[src/rtl/uart_pkg.sv]
// Shared definitions for the UART transmit controller: state encoding and
// default frame/timebase parameters.
package uart_pkg;

  localparam int WORD_SIZE_DEF    = 8;
  localparam int CLKS_PER_BIT_DEF = 16;

  // Controller states. SEND covers start, data and stop bits alike; the
  // datapath bit counter (via bc_lt_bcmax) tells them apart.
  typedef enum logic [1:0] {
    ST_IDLE = 2'd0,
    ST_LOAD = 2'd1,
    ST_SEND = 2'd2
  } tx_state_e;

endpackage

[src/rtl/uart_bit_timer.sv]
// Bit-period timebase for the UART transmitter. Counts 0..CLKS_PER_BIT-1
// while running and flags the last cycle of each serial bit with o_tick.
module uart_bit_timer
  import uart_pkg::*;
#(
  parameter int CLKS_PER_BIT = CLKS_PER_BIT_DEF
) (
  input  logic clk,
  input  logic rst_b,
  input  logic i_run,
  input  logic i_restart,
  output logic o_tick
);

  localparam int              CNT_W  = $clog2(CLKS_PER_BIT);
  localparam logic [CNT_W-1:0] LP_MAX = CNT_W'(CLKS_PER_BIT - 1);

  logic [CNT_W-1:0] r_cnt;

  // Free-running bit counter; restart wins so a new frame always starts aligned.
  always_ff @(posedge clk or negedge rst_b) begin
    if (!rst_b)          r_cnt <= '0;
    else if (i_restart)  r_cnt <= '0;
    else if (i_run)      r_cnt <= (r_cnt == LP_MAX) ? '0 : r_cnt + 1'b1;
  end

  // The counter only leaves zero while running, so no run gating is needed here.
  assign o_tick = (r_cnt == LP_MAX);

endmodule

[src/rtl/uart_tx_control.sv]
// UART transmit sequencer. Accepts bytes over valid/ready and drives the
// datapath strobes that frame them as start + WORD_SIZE data + stop bits.
// Optional feature: define UART_TX_PREFETCH_EN to accept the next byte while
// a frame is still being sent, giving back-to-back frames with a single
// LOAD cycle between the stop bit and the next start bit.
module uart_tx_control
  import uart_pkg::*;
#(
  parameter int WORD_SIZE    = WORD_SIZE_DEF,
  parameter int CLKS_PER_BIT = CLKS_PER_BIT_DEF
) (
  input  logic clk,
  input  logic rst_b,
  input  logic tx_valid,
  output logic tx_ready,
  input  logic bc_lt_bcmax,
  output logic load_xmt_datareg,
  output logic load_xmt_shiftreg,
  output logic start,
  output logic shift,
  output logic clear,
  output logic busy
);

  if (CLKS_PER_BIT < 2 || WORD_SIZE < 1) begin : g_param_check
    $error("uart_tx_control: CLKS_PER_BIT must be >= 2 and WORD_SIZE >= 1");
  end

  tx_state_e r_state;
  logic      w_tick;
  logic      w_ready;
  logic      w_xfer;
  logic      w_stop_end;
  logic      w_next_frame;

  uart_bit_timer #(
    .CLKS_PER_BIT (CLKS_PER_BIT)
  ) u_bit_timer (
    .clk       (clk),
    .rst_b     (rst_b),
    .i_run     (r_state == ST_SEND),
    .i_restart (r_state == ST_LOAD),
    .o_tick    (w_tick)
  );

  assign w_xfer = tx_valid & w_ready;

  // Last cycle of the stop bit: bit counter has run past the data bits.
  assign w_stop_end = (r_state == ST_SEND) & w_tick & ~bc_lt_bcmax;

`ifdef UART_TX_PREFETCH_EN
  logic r_pending;

  assign w_ready = (r_state == ST_IDLE) | ((r_state == ST_SEND) & ~r_pending);

  // One-deep prefetch flag: the byte already sits in the data register.
  always_ff @(posedge clk or negedge rst_b) begin
    if (!rst_b)                  r_pending <= 1'b0;
    else if (r_state == ST_SEND) begin
      if (w_stop_end)            r_pending <= 1'b0;
      else if (w_xfer)           r_pending <= 1'b1;
    end
  end

  // A byte taken on the very cycle the stop bit ends also chains straight on.
  assign w_next_frame = r_pending | w_xfer;
`else
  assign w_ready      = (r_state == ST_IDLE);
  assign w_next_frame = 1'b0;
`endif

  // Frame sequencer: IDLE -> LOAD (one cycle) -> SEND until the stop bit ends.
  always_ff @(posedge clk or negedge rst_b) begin
    if (!rst_b) begin
      r_state <= ST_IDLE;
    end else begin
      case (r_state)
        ST_IDLE: if (w_xfer) r_state <= ST_LOAD;
        ST_LOAD: r_state <= ST_SEND;
        ST_SEND: if (w_stop_end) r_state <= w_next_frame ? ST_LOAD : ST_IDLE;
        default: r_state <= ST_IDLE;
      endcase
    end
  end

  // Strobes are decodes of registered state (plus the handshake/timebase),
  // so each lasts exactly one cycle.
  assign tx_ready          = w_ready;
  assign load_xmt_datareg  = w_xfer;
  assign load_xmt_shiftreg = (r_state == ST_LOAD);
  assign start             = (r_state == ST_LOAD);
  assign shift             = (r_state == ST_SEND) & w_tick & bc_lt_bcmax;
  assign clear             = (r_state == ST_LOAD) | w_stop_end;
  assign busy              = (r_state != ST_IDLE);

endmodule

[config.mk]
export PLATFORM = sky130hd
export DESIGN_NAME = uart_tx_control
export DESIGN_NICKNAME = d
export VERILOG_FILES = /design/src/rtl/uart_pkg.sv /design/src/rtl/uart_bit_timer.sv /design/src/rtl/uart_tx_control.sv
export SDC_FILE = /design/constraint.sdc
export NUM_CORES = 1
export LEC_CHECK = 0
export CORE_AREA = 2 2 39 41
export CTS_BUF_LIST = sky130_fd_sc_hd__clkbuf_16
export DETAILED_ROUTE_END_ITERATION = 7
export DIE_AREA = 0 0 41 43
export SETUP_SLACK_MARGIN = 0.5
export SLEW_MARGIN = 10
export SYNTH_ARGS = -nofsm -noshare
export SYNTH_HDL_FRONTEND = slang
export SYNTH_HIERARCHICAL = 1
export SYNTH_SLANG_ARGS = --single-unit
[constraint.sdc]
create_clock -name clk -period 1.8 [get_ports clk]
set_input_delay 0.36 -clock clk [delete_from_list [all_inputs] [get_ports clk]]
set_output_delay 0.36 -clock clk [all_outputs]
set_load 0.03 [all_outputs]
# Yosys cells after proc, flatten, opt, wreduce, memory -nomap -nowiden
# Index checks and enable logic that the tools add are counted.
[classes] n_reduce_logical=4 n_bitwise=6 mux=6 add_sub_neg=1 eq_ne=5
[ops] operator="$mux W4" count=3
[ops] operator="$pmux W2 S3" count=1
[ops] operator="$add A4 B1 Y4 const B" count=1
[ops] operator="$and A1 B1 Y1" count=4
[ops] operator="$eq A4 B4 Y1 const B" count=1
[ops] operator="$mux W2" count=2
[ops] operator="$ne A2 B2 Y1 const B" count=2
[ops] operator="$reduce_bool A2 Y1" count=2
[ops] operator="$eq A2 B1 Y1 const B" count=1
[ops] operator="$eq A2 B2 Y1 const B" count=1
[ops] operator="$logic_not A2 Y1" count=1
[ops] operator="$reduce_and A2 Y1" count=1
[ops] operator="$not A1 Y1" count=1
[ops] operator="$or A1 B1 Y1" count=1
[totals] output_inout_bits=7 register_bits=6 elab_cells=24

# Logic depth before layout (Yosys ltp)
# Gate-level depths: netlist of the first run.
[depth] word_depth=5 depth_mapped=4

# By module
# Netlist of the first run, hierarchy kept.
[by_module_without_submodules] module="uart_bit_timer" area_each_um2=206.4 instances=1 seq_area_each_um2=100.1 cells_per_inst=20
[by_module_without_submodules] module="uart_tx_control" area_each_um2=127.6 instances=1 seq_area_each_um2=50.0 cells_per_inst=14

# Worst setup path before layout of the first run
# OpenSTA, ideal clock, no wires.
[synth_timing] kind="register -> output" from="reg r_state[0]" to="out clear" t_arrival_ns=1.389 stages_incl_launch_ff=3 slack_ns=0.051 cell_sequence="dfrtp_1 -> nor2b_1 -> a31o_2"
[synth_between] elab_cells_between_ends=5
[synth_lines] element="start, declared" line="uart_tx_control.sv:29" source="tx_state_e r_state;"
[synth_lines] element="start signal, assigned" line="uart_tx_control.sv:80" source="ST_SEND: if (w_stop_end) r_state <= w_next_frame ? ST_LOAD : ST_IDLE;"
[synth_lines] element="$eq A2 B1 Y1"
[synth_lines] element="net load_xmt_shiftreg" line="uart_tx_control.sv:18" source="output logic load_xmt_shiftreg,"
[synth_lines] element="$or A1 B1 Y1" line="uart_tx_control.sv:93" source="assign clear = (r_state == ST_LOAD) | w_stop_end;"
[synth_lines] element="end, declared" line="uart_tx_control.sv:21" source="output logic clear,"
# The timed path passes the listed nets, and every way through them passes these cells.

# Final worst setup path of the first run
[layout_timing] from="reg u_bit_timer.r_cnt[0]" to="out shift"
[layout_between] elab_chain_cells=3
[layout_lines] element="start, declared" line="uart_bit_timer.sv:18" source="logic [CNT_W-1:0] r_cnt;"
[layout_lines] element="start signal, assigned" line="uart_bit_timer.sv:24" source="else if (i_run) r_cnt <= (r_cnt == LP_MAX) ? '0 : r_cnt + 1'b1;"
[layout_lines] element="$eq A4 B4 Y1" line="uart_bit_timer.sv:28" source="assign o_tick = (r_cnt == LP_MAX);"
[layout_lines] element="net w_tick" line="uart_tx_control.sv:30" source="logic w_tick;"
[layout_lines] element="$and A1 B1 Y1 (2 in series)" line="uart_tx_control.sv:92" source="assign shift = (r_state == ST_SEND) & w_tick & bc_lt_bcmax;"
[layout_lines] element="end, declared" line="uart_tx_control.sv:20" source="output logic shift,"
# The timed path passes the listed nets, and every way through them passes these cells.

==> metrics.md, run 1 <==
| Metric | Value |
|---|---|
| TritonCTS buffer count | `3` |
| Clock power frac | `27.4%` |
| Bufs on Longest Clock Path | `2` |
| Worst slew margin | `81.9%` |
| Worst-Margin Slew | `about 0.27 ns` |
| Number of global-route vias before repair | `372` |
| Die height | `43 µm` |
| Hold buffers post-CTS | `0` |
| Final Util | `50.6%` |
| Min cycle time layout | `around 1.7 ns` |
| Setup-failing EPs final | `0` |
| Post-synth ARST share | `100%` |
| Hold Slack | `around 0.37 ns` |
| Max Slew Vio Count | `0` |
| Timing endpoint of the critical path | `shift` |
| Area Growth Syn to Fin | `110%` |
| Top cell type's share of synthesized area | `44.9%` |
| Max VDD drop | `0.000838 V` |
| Via/cell ratio | `4.46` |
| Total global-route track usage | `between 15 and 20%` |
| CP endpoint kind | `primary output` |
| Internal cell power | `874 µW` |
| WL final | `939 µm` |
| Sequential fraction of design power | `17.2%` |
| Most instantiated library cell after synthesis | `dfrtp_1` |
| Clock Sinks | `6` |
| Final setup margin | `0.111 ns` |
| Pre-antenna DRT Iters | `1` |
| Crit start category | `register` |
| Crit Path Category | `register to primary output` |
| First-pass GRT wire length | `approximately 1600 µm` |
| Yosys synthesis warning count | `6` |
| Initial core utilization | `24.1%` |
| Post-DP HPWL | `586 µm` |
| Synth area leaders | `dfrtp_1, and2_1, ha_1` |
| Vias | `roughly 340` |
| Synthesized area per cell | `9.83 µm²` |
| FF-to-FF End | `u_bit_timer/r_cnt[0]$_DFFE_PN0P_` |
| CTS clk-pin slew, worst paths | `approximately 0.03 ns` |
| Crit path required time | `1.44 ns` |
| Unrepaired setup endpoints after global routing | `true` |
| Part of the power in combinational logic | `55.4%` |
| Register area share after synthesis | `44.9%` |
| Post-synth top area cell | `dfrtp_1` |
| Post-synth EDFFs | `0` |
| Die area | `1760 µm²` |
| Mapped Cells | `34` |
| # rows | `14` |
| Pwr/cell area | `1880 nW/µm²` |
| Crit share post-route | `between 90% and 100%` |
| Critical-path maximum fanout | `2` |
| Commonest cells in the netlist | `dfrtp_1, nand2_1` |
| LEAKAGE | `0.000336 µW` |
| Post-Syn Area | `334 µm²` |
| Placed cells | `66` |
| Final setup TNS | `0 ns` |
| Seq cells post-synth | `6` |
| Worst skew pair latency | `approximately 0.23 ns` |
| Switch share | `33.7%` |
| Largest net degree at the start of global routing | `8` |
| Syn_nets | `39` |
| Starting DRT DRC Count | `0` |
| Die Wd | `about 41 µm` |
| CTS tree | `done` |
| RePlAce Congestion | `0.761` |
| Total gr overflow | `0` |
| Fraction of layout cells with a size suffix above 1 | `between 50% and 60%` |
| Hold Path Class | `input port to asynchronous set/reset pin` |
| Final Hold Fails | `0` |
| Ys flop type | `dfrtp_1` |
| Sw Pwr | `about 440 µW` |
| Final ANT Viol Nets | `0` |
| Max Clock Skew | `0.000164 ns` |
| Initial antenna violation count | `0` |
| Max Fclk | `0.592 GHz` |
| Port Buffers | `10` |
| Root Buffer | `clkbuf_16` |
| Core box area | `1380 µm²` |
| Max_cap viols | `0` |
| Status | `finished, final reports clean` |
| Reg2reg setup slack | `roughly 0.29 ns` |
| Worst R2R Path Depth | `6` |
| Drt wl/cell | `12.4 µm` |
| DRC violations left | `0` |
| CTS H-tree depth | `1` |
| CP Launch Point | `u_bit_timer/r_cnt[0]$_DFFE_PN0P_` |
| Reg2Reg Launch Point | `u_bit_timer/r_cnt[0]$_DFFE_PN0P_` |
| IO Pins | `11` |
| Dpl ws | `-0.257 ns` |
| Distinct cell type count after synthesis | `23` |
| Post-Layout Cell Count | `76` |
| N_diodes | `0` |
| WP data arrival | `1.33 ns` |
| Final net count | `67` |
[power groups by stage]
stage	Clock (µW)	Combinational, µW	Sequential, µW
2_1_floorplan	0	350	229
3_3_place_gp	0	546	226
3_5_place_dp	0	560	227
4_1_cts	368	684	223
5_1_grt	374	790	235
6_report	361	730	227
[flip-flops by register name, summed over array words and instances, names as in the netlist]
| register | flops |
|---|---|
| r_state | 2 |
| u_bit_timer/r_cnt | 4 |
[cells by family after synthesis]
group,Yosys count,share of synthesized area (%)
and+or+nand+nor,16,29.2
AOI/OAI and AO/OA,6,12.0
DFF,6,44.9
buffers and inverters,3,4.49
xor gates and xnor gates,1,2.62
muxes,1,3.00
adders and majority gates,1,3.74
[worst min-delay path by stage]
stage	endpoint	slack (ns)	start
2_1_floorplan	r_state[0]$_DFFE_PN0P_	0.06	rst_b
3_3_place_gp	u_bit_timer/r_cnt[3]$_DFFE_PN0P_	0.54	u_bit_timer/r_cnt[3]$_DFFE_PN0P_
3_5_place_dp	u_bit_timer/r_cnt[3]$_DFFE_PN0P_	0.56	u_bit_timer/r_cnt[3]$_DFFE_PN0P_
4_1_cts	r_state[1]$_DFFE_PN0P_	0.38	rst_b
5_1_grt	u_bit_timer/r_cnt[3]$_DFFE_PN0P_	0.39	rst_b
6_report	r_state[1]$_DFFE_PN0P_	0.37	rst_b
[per-stage QoR]
step           total power (µW)  area [µm²]
2_1_floorplan               579         368
3_3_place_gp                772         528
3_5_place_dp                787         528
4_1_cts                    1280         671
5_1_grt                    1400         701
6_report                   1320         701
[worst max-delay path, stage by stage, from the launching register on]
cell and delay, ns:
dfrtp_1 0.37, ha_2 0.19, and3_4 0.16, buf_6 0.11, and3_4 0.14, buf_6 0.13
[repair_timing]
action | 4_1_cts | 5_1_grt
endpoints found under the setup margin | 9 | 9
resized for setup | 39 | 7
buffers inserted | 6 | 1
pin swaps | 4 | 5
gates cloned | 0 | 0
[cells in the final DEF (no fill, tap or decap)]
cell type	count
a21o_1	1
a21oi_1	1
a21oi_2	2
a31o_4	1
and2_1	1
and2_4	1
and3_4	2
buf_4	8
buf_6	13
clkbuf_16	3
clkdlybuf4s50_1	3
clkinv_4	1
dfrtp_1	6
ha_2	1
inv_1	1
mux2i_1	1
nand2_1	3
nand2b_1	2
nor2_1	2
nor2b_4	2
o21ai_0	1
or2_4	1
or3_1	1
or3b_1	1
xor2_1	1
[routing by layer]
metal  track usage, %  part of all wire, %
met2             23.8                   55
met4             16.0                  5.4
met3             6.28                  5.4
met5                0                    0
met1             13.1                   34
[final cells by class]
type | count | area, µm²
clock buffer | 3 | 75.1
fill | 131 | 683
inverter | 2 | 12.5
multi-input combinational | 25 | 206
sequential | 6 | 150
tap | 16 | 20.0
timing repair buffer | 24 | 236
Note: power is estimated with default switching activity, not from simulation.
==> inputs of run 2 (changes only) <==
--- a/config.mk
+++ b/config.mk
@@ -5,10 +5,12 @@
 export SDC_FILE = /design/constraint.sdc
 export NUM_CORES = 1
 export LEC_CHECK = 0
+export ABC_CLOCK_PERIOD_IN_PS = 1800
 export CORE_AREA = 2 2 39 41
 export CTS_BUF_LIST = sky130_fd_sc_hd__clkbuf_16
 export DETAILED_ROUTE_END_ITERATION = 7
 export DIE_AREA = 0 0 41 43
+export GPL_TIMING_DRIVEN = 0
 export SETUP_SLACK_MARGIN = 0.5
 export SLEW_MARGIN = 10
 export SYNTH_ARGS = -nofsm -noshare
==> run 2 against run 1 <==
  * Sequential share of layout area unchanged
  * Count of clock-buffer cells in the layout unchanged
  * Core utilization unchanged
  * Largest cell class unchanged
  * Combinational power decreased by 3.3%
  * Critical path depth decreased by 1
  * Via count decreased by 4.4%
  * Fmax decreased by 0.22%
==> metrics.md, run 2 (synthesis gave the netlist of run 1 again) <==
| Metric | Value |
|---|---|
| Hold Slack | `0.383 ns (+0.0106 ns)` |
| Worst-Margin Slew | `0.294 ns (+0.0233 ns)` |
| Placed cells | `60 (-9.1%)` |
| Fill cells | `131 (unchanged)` |
| Worst R2R Path Depth | `6 (unchanged)` |
| WP data arrival | `1.33 ns (about the same)` |
| Clock power frac | `27.5% (about the same)` |
| Die area | `1760 µm² (unchanged)` |
| Via/cell ratio | `4.15 (-6.9%)` |
| Unrepaired setup endpoints after global routing | `true` |
| CP bufs+invs | `1 (-1)` |
| Die height | `43 µm (unchanged)` |
| Largest register by flop count | `u_bit_timer/r_cnt` |
| Drt wl/cell | `11.3 µm (-8.8%)` |
| CTS tree | `done` |
| Reg2Reg Launch Point | `u_bit_timer/r_cnt[0]$_DFFE_PN0P_` |
| Min cycle time layout | `1.69 ns (+0.00376 ns)` |
| Sequential fraction of design power | `18.3% (+1.1 points)` |
| Max_cap viols | `0 (unchanged)` |
| Regs by FF count | `u_bit_timer/r_cnt x4, r_state x2` |
| Reg2reg setup slack | `0.26 ns (-0.03 ns)` |
| WL final | `879 µm (-6.4%)` |
| Sw Pwr | `431 µW (-3.0%)` |
| Final Util | `50.6% (unchanged)` |
| FF-to-FF End | `u_bit_timer/r_cnt[0]$_DFFE_PN0P_` |
| Max Fclk | `0.591 GHz (-0.22%)` |
| Clock Sinks | `6 (unchanged)` |
| Bufs on Longest Clock Path | `2 (unchanged)` |
| Total power draw | `1300 µW (-1.3%)` |
| Post-Layout Cell Count | `78 (+2.6%)` |
| Critical-path maximum fanout | `4 (+2)` |
| Vias | `324 (-4.4%)` |
| Max Slew Vio Count | `0 (unchanged)` |
| Total gr overflow | `0 (unchanged)` |
| Setup-failing EPs final | `0 (unchanged)` |
| Port Buffers | `10 (unchanged)` |
| Pwr/cell area | `1860 nW/µm² (-1.3%)` |
| Worst skew pair latency | `0.23 ns (about the same)` |
| Most frequent cells in the layout | `buf_4, buf_6, dfrtp_1` |
| Initial antenna violation count | `0 (unchanged)` |
| Starting DRT DRC Count | `1 (+1)` |
| RePlAce Congestion | `0.748 (-1.6%)` |
| Total global-route track usage | `11.4% (-3.9 points)` |
| TritonCTS buffer count | `3 (unchanged)` |
| Max Clock Skew | `0.00279 ns (+0.00263 ns)` |
| # rows | `14 (unchanged)` |
| Worst slew margin | `80.3% (-1.6 points)` |
| Most common cell after layout, fill and taps aside | `buf_4` |
| Crit share post-route | `94.1% (+0.21 points)` |
| Crit path required time | `1.44 ns (about the same)` |
| Critical path's top delay family | `flip-flops` |
| Multi-input combinational cell area | `206 µm² (unchanged)` |
| Pre-antenna DRT Iters | `2 (+1)` |
| LEAKAGE | `0.000343 µW (+2.0%)` |
| CTS clk-pin slew, worst paths | `0.03 ns (about the same)` |
| Max VDD drop | `0.000703 V (-16%)` |
| Final ANT Viol Nets | `0 (unchanged)` |
| Largest register FFs | `4 (unchanged)` |
| Crit start category | `register` |
| CTS H-tree depth | `1 (unchanged)` |
| Max incr delay on CP | `0.40 ns (+0.03 ns)` |
| Crit Path Category | `register to primary output` |
| Root Buffer | `clkbuf_16` |
| Core box area | `1380 µm² (unchanged)` |
| Die Wd | `41 µm (unchanged)` |
| Final net count | `69 (+3.0%)` |
| Worst path cell trace | `ha_2 -> and3_4 -> a31o_4 -> buf_6` |
| Storage cell area | `150 µm² (unchanged)` |
| Largest net degree at the start of global routing | `7 (-1)` |
| CP max stage cell | `dfrtp_1` |
| Part of the power in combinational logic | `54.2% (-1.2 points)` |
| First-pass GRT wire length | `1260 µm (-20%)` |
| IO Pins | `11 (unchanged)` |
| Final Hold Fails | `0 (unchanged)` |
| Number of global-route vias before repair | `310 (-17%)` |
| Initial core utilization | `24.1% (unchanged)` |
| Status | `finished, final reports clean` |
| CP endpoint kind | `primary output` |
| Hold Path Class | `input port to asynchronous set/reset pin` |
| Internal cell power | `870 µW (-0.39%)` |
| Switch share | `33.1% (-0.58 points)` |
| DRC violations left | `0 (unchanged)` |
| Fraction of layout cells with a size suffix above 1 | `59.7% (+1.3 points)` |
| N_diodes | `0 (unchanged)` |
| Area Growth Syn to Fin | `110% (unchanged)` |
-- run 2: cell types whose count changed in the layout (fill, tap and decap cells not counted), sizes merged --
cell / previous run / this run
buf: 21 / 22
clkbuf: 3 / 4
-- run 2: cell type report --
type | instances | share of cell area [%]
buffer | 1 | 1.07
clock buffer | 3 | 10.7
inverter | 2 | 1.79
multi-input combinational | 25 | 29.5
sequential | 6 | 21.4
tap | 16 | 2.86
timing repair buffer | 25 | 32.7
-- run 2: per-layer routing --
layer	up-vias	wire [µm]	track usage (%)
met4	0	0	6.00
met5	-	0	0
met2	9	454	16.3
met1	147	365	12.2
li1	168	-	-
met3	0	59	7.85
-- run 2: through the flow --
step                instance area (µm²)  TNS, ns  setup slack [ns]
floorplan                           368        0             0.448
global placement                    488   -0.693            -0.272
detailed placement                  488   -0.685            -0.266
CTS                                 641        0            0.0935
global route                        701        0            0.0833
finish                              701        0             0.107
-- run 2: power by group through the flow --
| stage | logic, µW | registers, µW | clock network, µW |
|---|---|---|---|
| 2_1_floorplan | 350 | 229 | 0 |
| 3_3_place_gp | 483 | 236 | 0 |
| 3_5_place_dp | 487 | 238 | 0 |
| 4_1_cts | 611 | 241 | 367 |
| 5_1_grt | 754 | 241 | 373 |
| 6_report | 706 | 238 | 357 |
-- run 2: how the worst max path moves through the flow --
stage	slack [ns]	depth (start not counted)	from	to
finish	0.11	4	u_bit_timer/r_cnt[0]$_DFFE_PN0P_	clear
detailed placement	-0.27	4	bc_lt_bcmax	clear
floorplan	0.45	3	r_state[0]$_DFFE_PN0P_	load_xmt_datareg
CTS	0.09	4	u_bit_timer/r_cnt[0]$_DFFE_PN0P_	clear
global placement	-0.27	4	bc_lt_bcmax	clear
global route	0.08	4	u_bit_timer/r_cnt[0]$_DFFE_PN0P_	clear
-- run 2: worst reg2reg max path, stage by stage (launching register included) --
cell	delay (ns)
dfrtp_1	0.40
ha_2	0.20
and3_4	0.16
buf_4	0.13
buf_6	0.10
or3b_1	0.35
a21oi_2	0.12
-- run 2: repair_timing --
item	4_1_cts	5_1_grt
resized for setup	47	7
pin swaps	4	4
hold buffers	0	0
hold endpoints to repair	0	0
buffers inserted	8	7
setup endpoints to repair	9	10
